File: config.mk
export PLATFORM = sky130hd
export DESIGN_NAME = instr_fetch_flat
export DESIGN_NICKNAME = d
export VERILOG_FILES = /design/src/rtl/nrisk_pkg.sv /design/src/rtl/instr_fetch_if.sv /design/src/rtl/instr_prefetch_slot.sv /design/src/rtl/instr_fetch.sv /design/src/flat_wrapper.sv
export SDC_FILE = /design/constraint.sdc
export NUM_CORES = 1
export LEC_CHECK = 0
export ABC_AREA = 1
export CORE_MARGIN = 4
export CORE_UTILIZATION = 25
export CTS_CLUSTER_SIZE = 24
export DETAILED_ROUTE_END_ITERATION = 8
export MAX_ROUTING_LAYER = met4
export SLEW_MARGIN = 20
export SYNTH_ARGS = -nofsm -noshare
export SYNTH_HDL_FRONTEND = slang
export SYNTH_SLANG_ARGS = --single-unit
File: constraint.sdc
create_clock -name clock -period 1.7 [get_ports clock]
set_input_delay 0.425 -clock clock [delete_from_list [all_inputs] [get_ports clock]]
set_output_delay 0.425 -clock clock [all_outputs]
set_load 0.01 [all_outputs]
File: src/rtl/nrisk_pkg.sv
// Shared constants, FSM state type and opcode helpers for the nrisk fetch/decode path.
package nrisk_pkg;

    localparam int ADDR_W = 8;
    localparam int DATA_W = 8;
    localparam int OPC_HI = 7;
    localparam int OPC_LO = 4;

    typedef enum logic {
        FETCH = 1'b0,
        VALID = 1'b1
    } state_t;

    // Jumps are 100x and branches 111x; the low opcode bit is a variant selector.
    localparam logic [3:0] OP_CLASS_MASK = 4'b1110;
    localparam logic [3:0] OP_J          = 4'b1000;
    localparam logic [3:0] OP_BR         = 4'b1110;

    function automatic logic is_jump(input logic [3:0] op);
        return (op & OP_CLASS_MASK) == OP_J;
    endfunction

    function automatic logic is_branch(input logic [3:0] op);
        return (op & OP_CLASS_MASK) == OP_BR;
    endfunction

endpackage

File: src/rtl/instr_fetch_if.sv
// Fetch-unit bus bundle: program-memory req/ack, instruction valid/ready and PC redirect.
interface instr_fetch_if #(
    parameter int ADDR_W = 8,
    parameter int DATA_W = 8
);
    logic              mem_req;
    logic [ADDR_W-1:0] mem_addr;
    logic              mem_ack;
    logic [DATA_W-1:0] mem_rdata;
    logic              instr_valid;
    logic              instr_ready;
    logic [3:0]        comando;
    logic [3:0]        operando;
    logic [ADDR_W-1:0] instr_pc;
    logic              redirect_valid;
    logic [ADDR_W-1:0] redirect_pc;

    modport master (
        output mem_req, mem_addr, instr_valid, comando, operando, instr_pc,
        input  mem_ack, mem_rdata, instr_ready, redirect_valid, redirect_pc
    );

    modport slave (
        input  mem_req, mem_addr, instr_valid, comando, operando, instr_pc,
        output mem_ack, mem_rdata, instr_ready, redirect_valid, redirect_pc
    );
endinterface

File: src/rtl/instr_prefetch_slot.sv
// One-entry holding register (word + fetch address + valid) for the prefetched instruction.
module instr_prefetch_slot #(
    parameter int ADDR_W = 8,
    parameter int DATA_W = 8
) (
    input  logic              clock,
    input  logic              reset,
    input  logic              i_load,
    input  logic              i_take,
    input  logic              i_flush,
    input  logic [DATA_W-1:0] i_data,
    input  logic [ADDR_W-1:0] i_pc,
    output logic              o_valid,
    output logic [DATA_W-1:0] o_data,
    output logic [ADDR_W-1:0] o_pc
);
    logic              r_valid;
    logic [DATA_W-1:0] r_data;
    logic [ADDR_W-1:0] r_pc;

    always_ff @(posedge clock) begin
        if (reset) begin
            r_valid <= 1'b0;
            r_data  <= '0;
            r_pc    <= '0;
        end else begin
            if (i_take || i_flush) begin
                r_valid <= 1'b0;
            end
            if (i_load) begin
                r_valid <= 1'b1;
                r_data  <= i_data;
                r_pc    <= i_pc;
            end
        end
    end

    assign o_valid = r_valid;
    assign o_data  = r_data;
    assign o_pc    = r_pc;
endmodule

File: src/rtl/instr_fetch.sv
// Instruction fetch: keeps the PC, reads program memory over req/ack and presents opcode/operand.
// Define INSTR_PREFETCH_EN to add a one-entry prefetch slot for back-to-back delivery.
module instr_fetch #(
    parameter int                ADDR_W   = 8,
    parameter int                DATA_W   = 8,
    parameter logic [ADDR_W-1:0] RESET_PC = '0
) (
    input  logic          clock,
    input  logic          reset,
    instr_fetch_if.master bus
);
    import nrisk_pkg::*;

    state_t            r_state, w_state_next;
    logic [ADDR_W-1:0] r_pc, w_pc_next;
    logic [ADDR_W-1:0] r_mem_addr, w_mem_addr_next;
    logic [ADDR_W-1:0] r_instr_pc, w_instr_pc_next;
    logic [DATA_W-1:0] r_ir, w_ir_next;
    logic              r_mem_req, w_mem_req_next;
    logic              r_discard, w_discard_next;
    logic              w_ack, w_accept, w_take;
    logic              w_slot_valid, w_slot_valid_next;
    logic              w_slot_load, w_slot_take, w_slot_flush;
    logic [DATA_W-1:0] w_slot_data;
    logic [ADDR_W-1:0] w_slot_pc;

`ifdef INSTR_PREFETCH_EN
    localparam bit PREFETCH = 1'b1;

    instr_prefetch_slot #(
        .ADDR_W (ADDR_W),
        .DATA_W (DATA_W)
    ) u_slot (
        .clock   (clock),
        .reset   (reset),
        .i_load  (w_slot_load),
        .i_take  (w_slot_take),
        .i_flush (w_slot_flush),
        .i_data  (bus.mem_rdata),
        .i_pc    (r_pc),
        .o_valid (w_slot_valid),
        .o_data  (w_slot_data),
        .o_pc    (w_slot_pc)
    );
`else
    localparam bit PREFETCH = 1'b0;

    logic w_unused_slot;
    assign w_slot_valid  = 1'b0;
    assign w_slot_data   = '0;
    assign w_slot_pc     = '0;
    assign w_unused_slot = ^{w_slot_load, w_slot_take, w_slot_flush};
`endif

    // An ack only counts against a request we are actually driving.
    assign w_ack    = r_mem_req && bus.mem_ack;
    assign w_accept = w_ack && !r_discard;
    assign w_take   = (r_state == VALID) && bus.instr_ready;

    always_ff @(posedge clock) begin
        if (reset) begin
            r_state    <= FETCH;
            r_pc       <= RESET_PC;
            r_mem_req  <= 1'b0;
            r_mem_addr <= RESET_PC;
            r_ir       <= '0;
            r_instr_pc <= '0;
            r_discard  <= 1'b0;
        end else begin
            r_state    <= w_state_next;
            r_pc       <= w_pc_next;
            r_mem_req  <= w_mem_req_next;
            r_mem_addr <= w_mem_addr_next;
            r_ir       <= w_ir_next;
            r_instr_pc <= w_instr_pc_next;
            r_discard  <= w_discard_next;
        end
    end

    always_comb begin
        w_state_next    = r_state;
        w_pc_next       = r_pc;
        w_ir_next       = r_ir;
        w_instr_pc_next = r_instr_pc;
        w_discard_next  = r_discard;
        w_slot_load     = 1'b0;
        w_slot_take     = 1'b0;
        w_slot_flush    = 1'b0;
        if (w_ack) begin
            w_discard_next = 1'b0;
        end
        case (r_state)
            FETCH: begin
                if (bus.redirect_valid) begin
                    w_pc_next = bus.redirect_pc;
                    if (r_mem_req && !w_ack) begin
                        w_discard_next = 1'b1;
                    end
                end else if (w_accept) begin
                    w_ir_next       = bus.mem_rdata;
                    w_instr_pc_next = r_pc;
                    w_pc_next       = r_pc + 1'b1;
                    w_state_next    = VALID;
                end
            end
            VALID: begin
                if (bus.redirect_valid) begin
                    w_pc_next    = bus.redirect_pc;
                    w_state_next = FETCH;
                    w_slot_flush = 1'b1;
                    if (r_mem_req && !w_ack) begin
                        w_discard_next = 1'b1;
                    end
                end else if (w_take) begin
                    if (w_slot_valid) begin
                        w_ir_next       = w_slot_data;
                        w_instr_pc_next = w_slot_pc;
                        w_slot_take     = 1'b1;
                    end else if (w_accept) begin
                        w_ir_next       = bus.mem_rdata;
                        w_instr_pc_next = r_pc;
                        w_pc_next       = r_pc + 1'b1;
                    end else begin
                        w_state_next = FETCH;
                    end
                end else if (w_accept) begin
                    w_slot_load = 1'b1;
                    w_pc_next   = r_pc + 1'b1;
                end
            end
            default: w_state_next = FETCH;
        endcase
        w_slot_valid_next = (w_slot_valid && !w_slot_take && !w_slot_flush) || w_slot_load;
        w_mem_req_next    = (w_state_next == FETCH) ||
                            (PREFETCH && (w_state_next == VALID) && !w_slot_valid_next);
        // A request in flight keeps its address until acked, even across a redirect.
        w_mem_addr_next   = (r_mem_req && !w_ack) ? r_mem_addr : w_pc_next;
    end

    assign bus.mem_req     = r_mem_req;
    assign bus.mem_addr    = r_mem_addr;
    assign bus.instr_valid = (r_state == VALID);
    assign bus.comando     = r_ir[OPC_HI:OPC_LO];
    assign bus.operando    = r_ir[OPC_LO-1:0];
    assign bus.instr_pc    = r_instr_pc;
endmodule

File: src/flat_wrapper.sv
// flat-port wrapper written by rule: the top's interface ports become plain ports
module instr_fetch_flat import nrisk_pkg::*;
#(
    parameter int                ADDR_W   = 8,
    parameter int                DATA_W   = 8,
    parameter logic [ADDR_W-1:0] RESET_PC = '0
)
  (clock, reset, bus_mem_req, bus_mem_addr, bus_instr_valid, bus_comando, bus_operando, bus_instr_pc, bus_mem_ack, bus_mem_rdata, bus_instr_ready, bus_redirect_valid, bus_redirect_pc);
  instr_fetch_if #(.ADDR_W(ADDR_W), .DATA_W(DATA_W)) bus_i ();
  input  logic clock;
  input  logic reset;
  output wire logic [$bits(bus_i.mem_req)-1:0] bus_mem_req;
  output wire logic [$bits(bus_i.mem_addr)-1:0] bus_mem_addr;
  output wire logic [$bits(bus_i.instr_valid)-1:0] bus_instr_valid;
  output wire logic [$bits(bus_i.comando)-1:0] bus_comando;
  output wire logic [$bits(bus_i.operando)-1:0] bus_operando;
  output wire logic [$bits(bus_i.instr_pc)-1:0] bus_instr_pc;
  input wire logic [$bits(bus_i.mem_ack)-1:0] bus_mem_ack;
  input wire logic [$bits(bus_i.mem_rdata)-1:0] bus_mem_rdata;
  input wire logic [$bits(bus_i.instr_ready)-1:0] bus_instr_ready;
  input wire logic [$bits(bus_i.redirect_valid)-1:0] bus_redirect_valid;
  input wire logic [$bits(bus_i.redirect_pc)-1:0] bus_redirect_pc;
  assign bus_mem_req = bus_i.mem_req;
  assign bus_mem_addr = bus_i.mem_addr;
  assign bus_instr_valid = bus_i.instr_valid;
  assign bus_comando = bus_i.comando;
  assign bus_operando = bus_i.operando;
  assign bus_instr_pc = bus_i.instr_pc;
  assign bus_i.mem_ack = bus_mem_ack;
  assign bus_i.mem_rdata = bus_mem_rdata;
  assign bus_i.instr_ready = bus_instr_ready;
  assign bus_i.redirect_valid = bus_redirect_valid;
  assign bus_i.redirect_pc = bus_redirect_pc;
  instr_fetch #(.ADDR_W(ADDR_W), .DATA_W(DATA_W), .RESET_PC(RESET_PC)) u_core (.clock(clock), .reset(reset), .bus(bus_i));
endmodule
==> results.json <==
{
  "status": "finished, final reports clean",
  "max_clock_freq_ghz": 0.617,
  "min_path_type": "flip-flop to flip-flop",
  "h-tree-depth": 2,
  "regArea_sq_um": 702,
  "drc_errors": 0,
  "multi_input_area_sq_um": 659,
  "clock_sink_count": 35,
  "syn_avg_cell_area_sq_um": 7.54,
  "syn_area_sq_um": 1520,
  "dr.first_iter.drc_count": 55,
  "firstDrtPassIters": 4,
  "crit_type": "flip-flop to output port",
  "worst_slack_ns": 0.0797,
  "grt_max_degree": 21,
  "ir_drop_uv": 339,
  "die_area_sq_um": 7400,
  "place_ws_ns": -0.139,
  "numCtsBuffers": 5,
  "cts_root_buffer": "clkbuf_8",
  "p_leak_nw": 0.982,
  "viasPerCell": 4.23,
  "wl_met2_mm": 1.67,
  "finalCriticalPeriod_ns": 1.62,
  "highest_layer": "met4",
  "p_per_area_nw_per_um2": 794,
  "ys_types": 25,
  "synth.net_count": 224,
  "port_buffers": 46,
  "skew_ns": 0.00466,
  "final_antenna_net_count": 0,
  "total_power_mw": 1.81,
  "nFillCells": 613,
  "setup_violations": 0,
  "grt_pass1_vias": 1366,
  "synth-seq-cells": 35,
  "clock_path_buffers": 2,
  "drt-met1-wl_mm": 1.84,
  "vias": 1434,
  "antenna_found_initial": 0,
  "fin_util_pct": 38.4,
  "cap_violations": 0,
  "drt_wl_total_mm": 3.77,
  "cts_tree": "yes",
  "grt.overflow.total": 0,
  "relSlewSlack_pct": 81.0,
  "cp-start-kind": "flip-flop",
  "synth_largest_area_cell": "dfxtp_1",
  "critPathMaxStageDelay_ns": 0.55,
  "path_cells": "clkdlybuf4s50_1",
  "drive_gt1_share_pct": 15.5,
  "area_growth_syn_to_layout_pct": 49.3,
  "syn_inst": 202,
  "worstPathArrival_ns": 1.20,
  "wl_met3_microns": 214,
  "final-hold-violation-count": 0,
  "synth_top_area_share_pct": 46.0,
  "critPathTopFamily": "buffers and inverters",
  "yosysSeqAreaShare_pct": 46.0,
  "fin_crit_sh_pct": 95.3,
  "grt_pass1_wl_mm": 6.35,
  "gp_congestion": 0.846,
  "critPathMaxFanout": 4,
  "clkTransAtPathRegs_ns": 0.07,
  "synth_area_leaders": "dfxtp_1 (46%), nor2_1 (7.6%), nand3_1 (7.2%)",
  "yosys_warnings": 0,
  "hpwlAfterDp_mm": 2.85,
  "track_usage_pct": 11.1,
  "worstPathRequired_ns": 1.27,
  "start_util_pct": 25.7,
  "ys_top_cells_by_count": "dfxtp_1 (35), nor2_1 (31), inv_1 (26), nand2_1 (25), nand3_1 (22)",
  "synth_ff_type": "dfxtp_1",
  "critPathBufInv": 1,
  "synth.most_common_cell": "dfxtp_1",
  "boundaryPins": 47,
  "clock_latency_ns": 0.28,
  "post_drt_wl_per_cell_microns": 11.1,
  "grt_setup_unrepaired": "no",
  "dieWidth_microns": 86.0,
  "finalNetCount": 285,
  "die_y_microns": 86.0,
  "synth-edff-count": 0,
  "async_reset_ff_share_pct": 0,
  "rows": 28,
  "worst_setup_path_end_kind": "output port",
  "antenna_cells": 0,
  "critPathSlowestCell": "clkdlybuf4s50_1",
  "hold_ws_ns": 0.495,
  "core_area_sq_um": 5920,
  "worstMarginPinSlew_ns": 0.283,
  "maxSlewViolCount": 0
}
[flip-flops by register name, indices dropped and copies added, names as in the netlist]
name / cells
u_core.bus.mem_addr: 8
u_core.r_pc: 8
u_core.bus.instr_valid: 1
u_core.r_discard: 1
u_core.r_ir: 8
u_core.bus.instr_pc: 8
u_core.bus.mem_req: 1
[layer usage]
metal | GRT usage (%) | up-vias
met5 | - | -
met4 | 3.88 | 0
met3 | 3.27 | 4
met2 | 16.3 | 35
met1 | 14.3 | 628
li1 | - | 767
[layout make-up]
class | count | share of cell area [%]
Clock inverter | 3 | 0.660
Clock buffer | 5 | 3.03
Tap cell | 75 | 4.13
Sequential cell | 35 | 30.9
Multi-Input combinational cell | 130 | 29.0
Inverter | 29 | 4.90
Timing Repair Buffer | 62 | 27.4
[what timing repair did]
action	in CTS	in global routing
gates resized for setup	1	2
setup endpoints to repair	1	2
gates cloned	0	1
setup buffers	0	2
pin swaps	0	1
hold buffers	0	0
[kinds of logic after synthesis]
logic type      synth area share, %
compound gates                 16.1
xor+xnor                      0.575
fa+ha+maj                     0.822
buf+inv                        10.8
flops                          46.0
simple gates                   25.6
[final timing paths]
path                            from                      to  slack (ns)  depth (start not counted)
setup / recovery  u_core.bus.mem_req             bus_mem_req        0.08                          1
setup reg to reg      u_core.r_pc[1]  u_core.bus.mem_addr[4]        0.29                          8
hold reg to reg       u_core.r_pc[7]  u_core.bus.instr_pc[7]        0.50                          2
hold / removal        u_core.r_pc[7]  u_core.bus.instr_pc[7]        0.50                          2
[stage by stage]
stage	setup TNS, ns	instances	instance area, sq um
finish	0	339	2270
global route	0	339	2270
CTS	0	336	2220
detailed placement	-2.58	328	2130
global placement	-1.98	328	2130
floorplan	0	202	1520
[power breakdown]
| group | switching, mW | internal [mW] |
|---|---|---|
| Clock | 0.289 | 0.280 |
| Sequential | 0.0356 | 0.872 |
| Combinational | 0.147 | 0.183 |
| Total | 0.472 | 1.33 |
[cells in the final DEF (no fill, tap or decap), drive strengths merged]
cell type	Yosys	layout
nor2	33	33
nand2	25	25
or2	3	3
o211ai	1	1
o21bai	1	1
clkinv	0	3
a211oi	1	1
buf	6	15
inv	29	29
clkbuf	2	6
ha	1	1
o21ai	25	25
nand3	23	23
a21oi	14	14
dfxtp	35	35
clkdlybuf4s50	0	46
xor2	1	1
a22oi	1	1
nor3	1	1
Note: power is estimated with default switching activity, not from simulation.
==> variant (same flow settings) <==
`DATA_W` is set to 8 in 4 places; all go to 12.
--- a/src/rtl/nrisk_pkg.sv
+++ b/src/rtl/nrisk_pkg.sv
@@ -2,7 +2,7 @@
 package nrisk_pkg;
 
     localparam int ADDR_W = 8;
-    localparam int DATA_W = 8;
+    localparam int DATA_W = 12;
     localparam int OPC_HI = 7;
     localparam int OPC_LO = 4;
 
--- a/src/rtl/instr_fetch_if.sv
+++ b/src/rtl/instr_fetch_if.sv
@@ -1,7 +1,7 @@
 // Fetch-unit bus bundle: program-memory req/ack, instruction valid/ready and PC redirect.
 interface instr_fetch_if #(
     parameter int ADDR_W = 8,
-    parameter int DATA_W = 8
+    parameter int DATA_W = 12
 );
     logic              mem_req;
     logic [ADDR_W-1:0] mem_addr;
--- a/src/rtl/instr_fetch.sv
+++ b/src/rtl/instr_fetch.sv
@@ -2,7 +2,7 @@
 // Define INSTR_PREFETCH_EN to add a one-entry prefetch slot for back-to-back delivery.
 module instr_fetch #(
     parameter int                ADDR_W   = 8,
-    parameter int                DATA_W   = 8,
+    parameter int                DATA_W   = 12,
     parameter logic [ADDR_W-1:0] RESET_PC = '0
 ) (
     input  logic          clock,
--- a/src/flat_wrapper.sv
+++ b/src/flat_wrapper.sv
@@ -2,7 +2,7 @@
 module instr_fetch_flat import nrisk_pkg::*;
 #(
     parameter int                ADDR_W   = 8,
-    parameter int                DATA_W   = 8,
+    parameter int                DATA_W   = 12,
     parameter logic [ADDR_W-1:0] RESET_PC = '0
 )
   (clock, reset, bus_mem_req, bus_mem_addr, bus_instr_valid, bus_comando, bus_operando, bus_instr_pc, bus_mem_ack, bus_mem_rdata, bus_instr_ready, bus_redirect_valid, bus_redirect_pc);
Interface: changed (resized bus_mem_rdata); port bits go from 47 to 51. No check against the original RTL was run, so the function may have changed too.
==> variant against the unedited design <==
- global-route usage shrank 0.10 points
- count of clock-buffer cells in the layout grew 1
- critical path type unchanged
- wire length about the same
- design area down 2.6%
- via count fell by 0.42%
- setup slack worse by 0.0065 ns
- synthesized area grew 0.16%
- sequential cell count stayed put
- power grew 0.31%
- critical path depth stayed put
- non-clock buffer count down 3
==> variant: results (changes against the unedited design) <==
count of cell types in the netlist=23 (-8.0%); post-CTS setup buffers=0 (unchanged); Compound-Gate Fraction of Synth Area=0.150 (-0.0109); status=completed; worst hold margin=0.496 ns (+0.00107 ns); Non-Clock Buffer Count=59 (-4.8%); GPL Wtd Cong=0.823 (-2.7%); Iter 0 DRT Violations=57 (+3.6%); mux contribution to synthesized area=0 (unchanged); GR met3 Demand/Resource=0.0336 (+0.000961); VDD IR max=0.403 mV (+19%); Seq/Total Area, Yosys=0.459 (-0.000755); Seq/total area=0.317 (+0.00820); DP HPWL=2900 um (+1.8%); multi-input combinational gate total=132 (+1.5%); Nets=288 (+1.1%); P_int=1330 uW (-0.20%); M1 GR Usage=0.142 (-0.000500); vias in the first global route=1,344 (-1.6%); clock buffers=6 (+1); WL met3=237 um (+11%); WL final=3770 um (about the same); Synth Area per Inst=7.44 um^2 (-1.3%); CP max stage delay=0.55 ns (about the same); clk_skew=0.00813 ns (+0.00346 ns); reg2reg path depth=8 (unchanged); first-pass GRT wire length=6230 um (-2.0%); reg2reg setup slack=0.31 ns (+0.02 ns); Async S/R FF share, synth=0 (unchanged); # fillers=618 (+0.82%); port buffer count=46 (unchanged); vias per cell=4.22 (-0.12%); clock-cell share of area=0.0384 (+0.00154); Syn Nets=231 (+3.1%); power per cell area=818 nW/um^2 (+3.0%); top post-synthesis cells by area=dfxtp_1, nor2_1, nand3_1; LEAKAGE=0.000957 uW (-2.5%); Comb. pwr=323 uW (-2%); synthesized-area fraction occupied by adder cells=0.00820 (-0.0000135); Post-Route M1 WL=1860 um (+1.1%); Tot GR Track Use=0.110 (-0.00100); met2 Track Usage GR=0.166 (+0.00280); share of cells above drive strength 1=0.129 (-0.0260); buffering overhead=0.258 (-0.0165); Seq cells post-synth=35 (unchanged); metal2 WL=1640 um (-1.9%); Least-Margin Pin Slew=0.473 ns (+0.190 ns); most instantiated cells after synthesis=dfxtp_1, nor2_1, nand2_1, inv_1, nand3_1; pin count of the biggest net entering global routing=15 (-29%); Seq pwr share=0.500 (-0.002); multi-input logic area=654 um^2 (-0.76%); Synth Area in XOR/XNOR=0.00574 (-0.00000944)
variant: cell count changes after synthesis:
cell,before,now
a21oi_1,11,10
o211ai_1,1,0
o21ai_0,17,10
o21ai_2,1,0
nand2_1,25,27
o21ai_1,7,15
nand3_1,22,23
nor2_1,31,33
or2_2,3,2
buf_2,3,4
variant: per-stage QoR:
stage                     std cells  area [um^2]   util  worst slack, ns
after detailed placement        330         2130  0.359           -0.180
after CTS                       338         2210  0.374           0.0504
after global placement          330         2130  0.359           -0.127
final                           338         2210  0.374           0.0732
after floorplan                 205         1530      -            0.452
after global routing            338         2210  0.374           0.0274
variant: final timing paths:
| kind | startpoint | to |
|---|---|---|
| max | u_core.bus.mem_req | bus_mem_req |
| min | u_core.r_pc[7] | u_core.bus.instr_pc[7] |
| max reg2reg | u_core.r_pc[0] | u_core.bus.mem_addr[4] |
| min reg2reg | u_core.r_pc[7] | u_core.bus.instr_pc[7] |
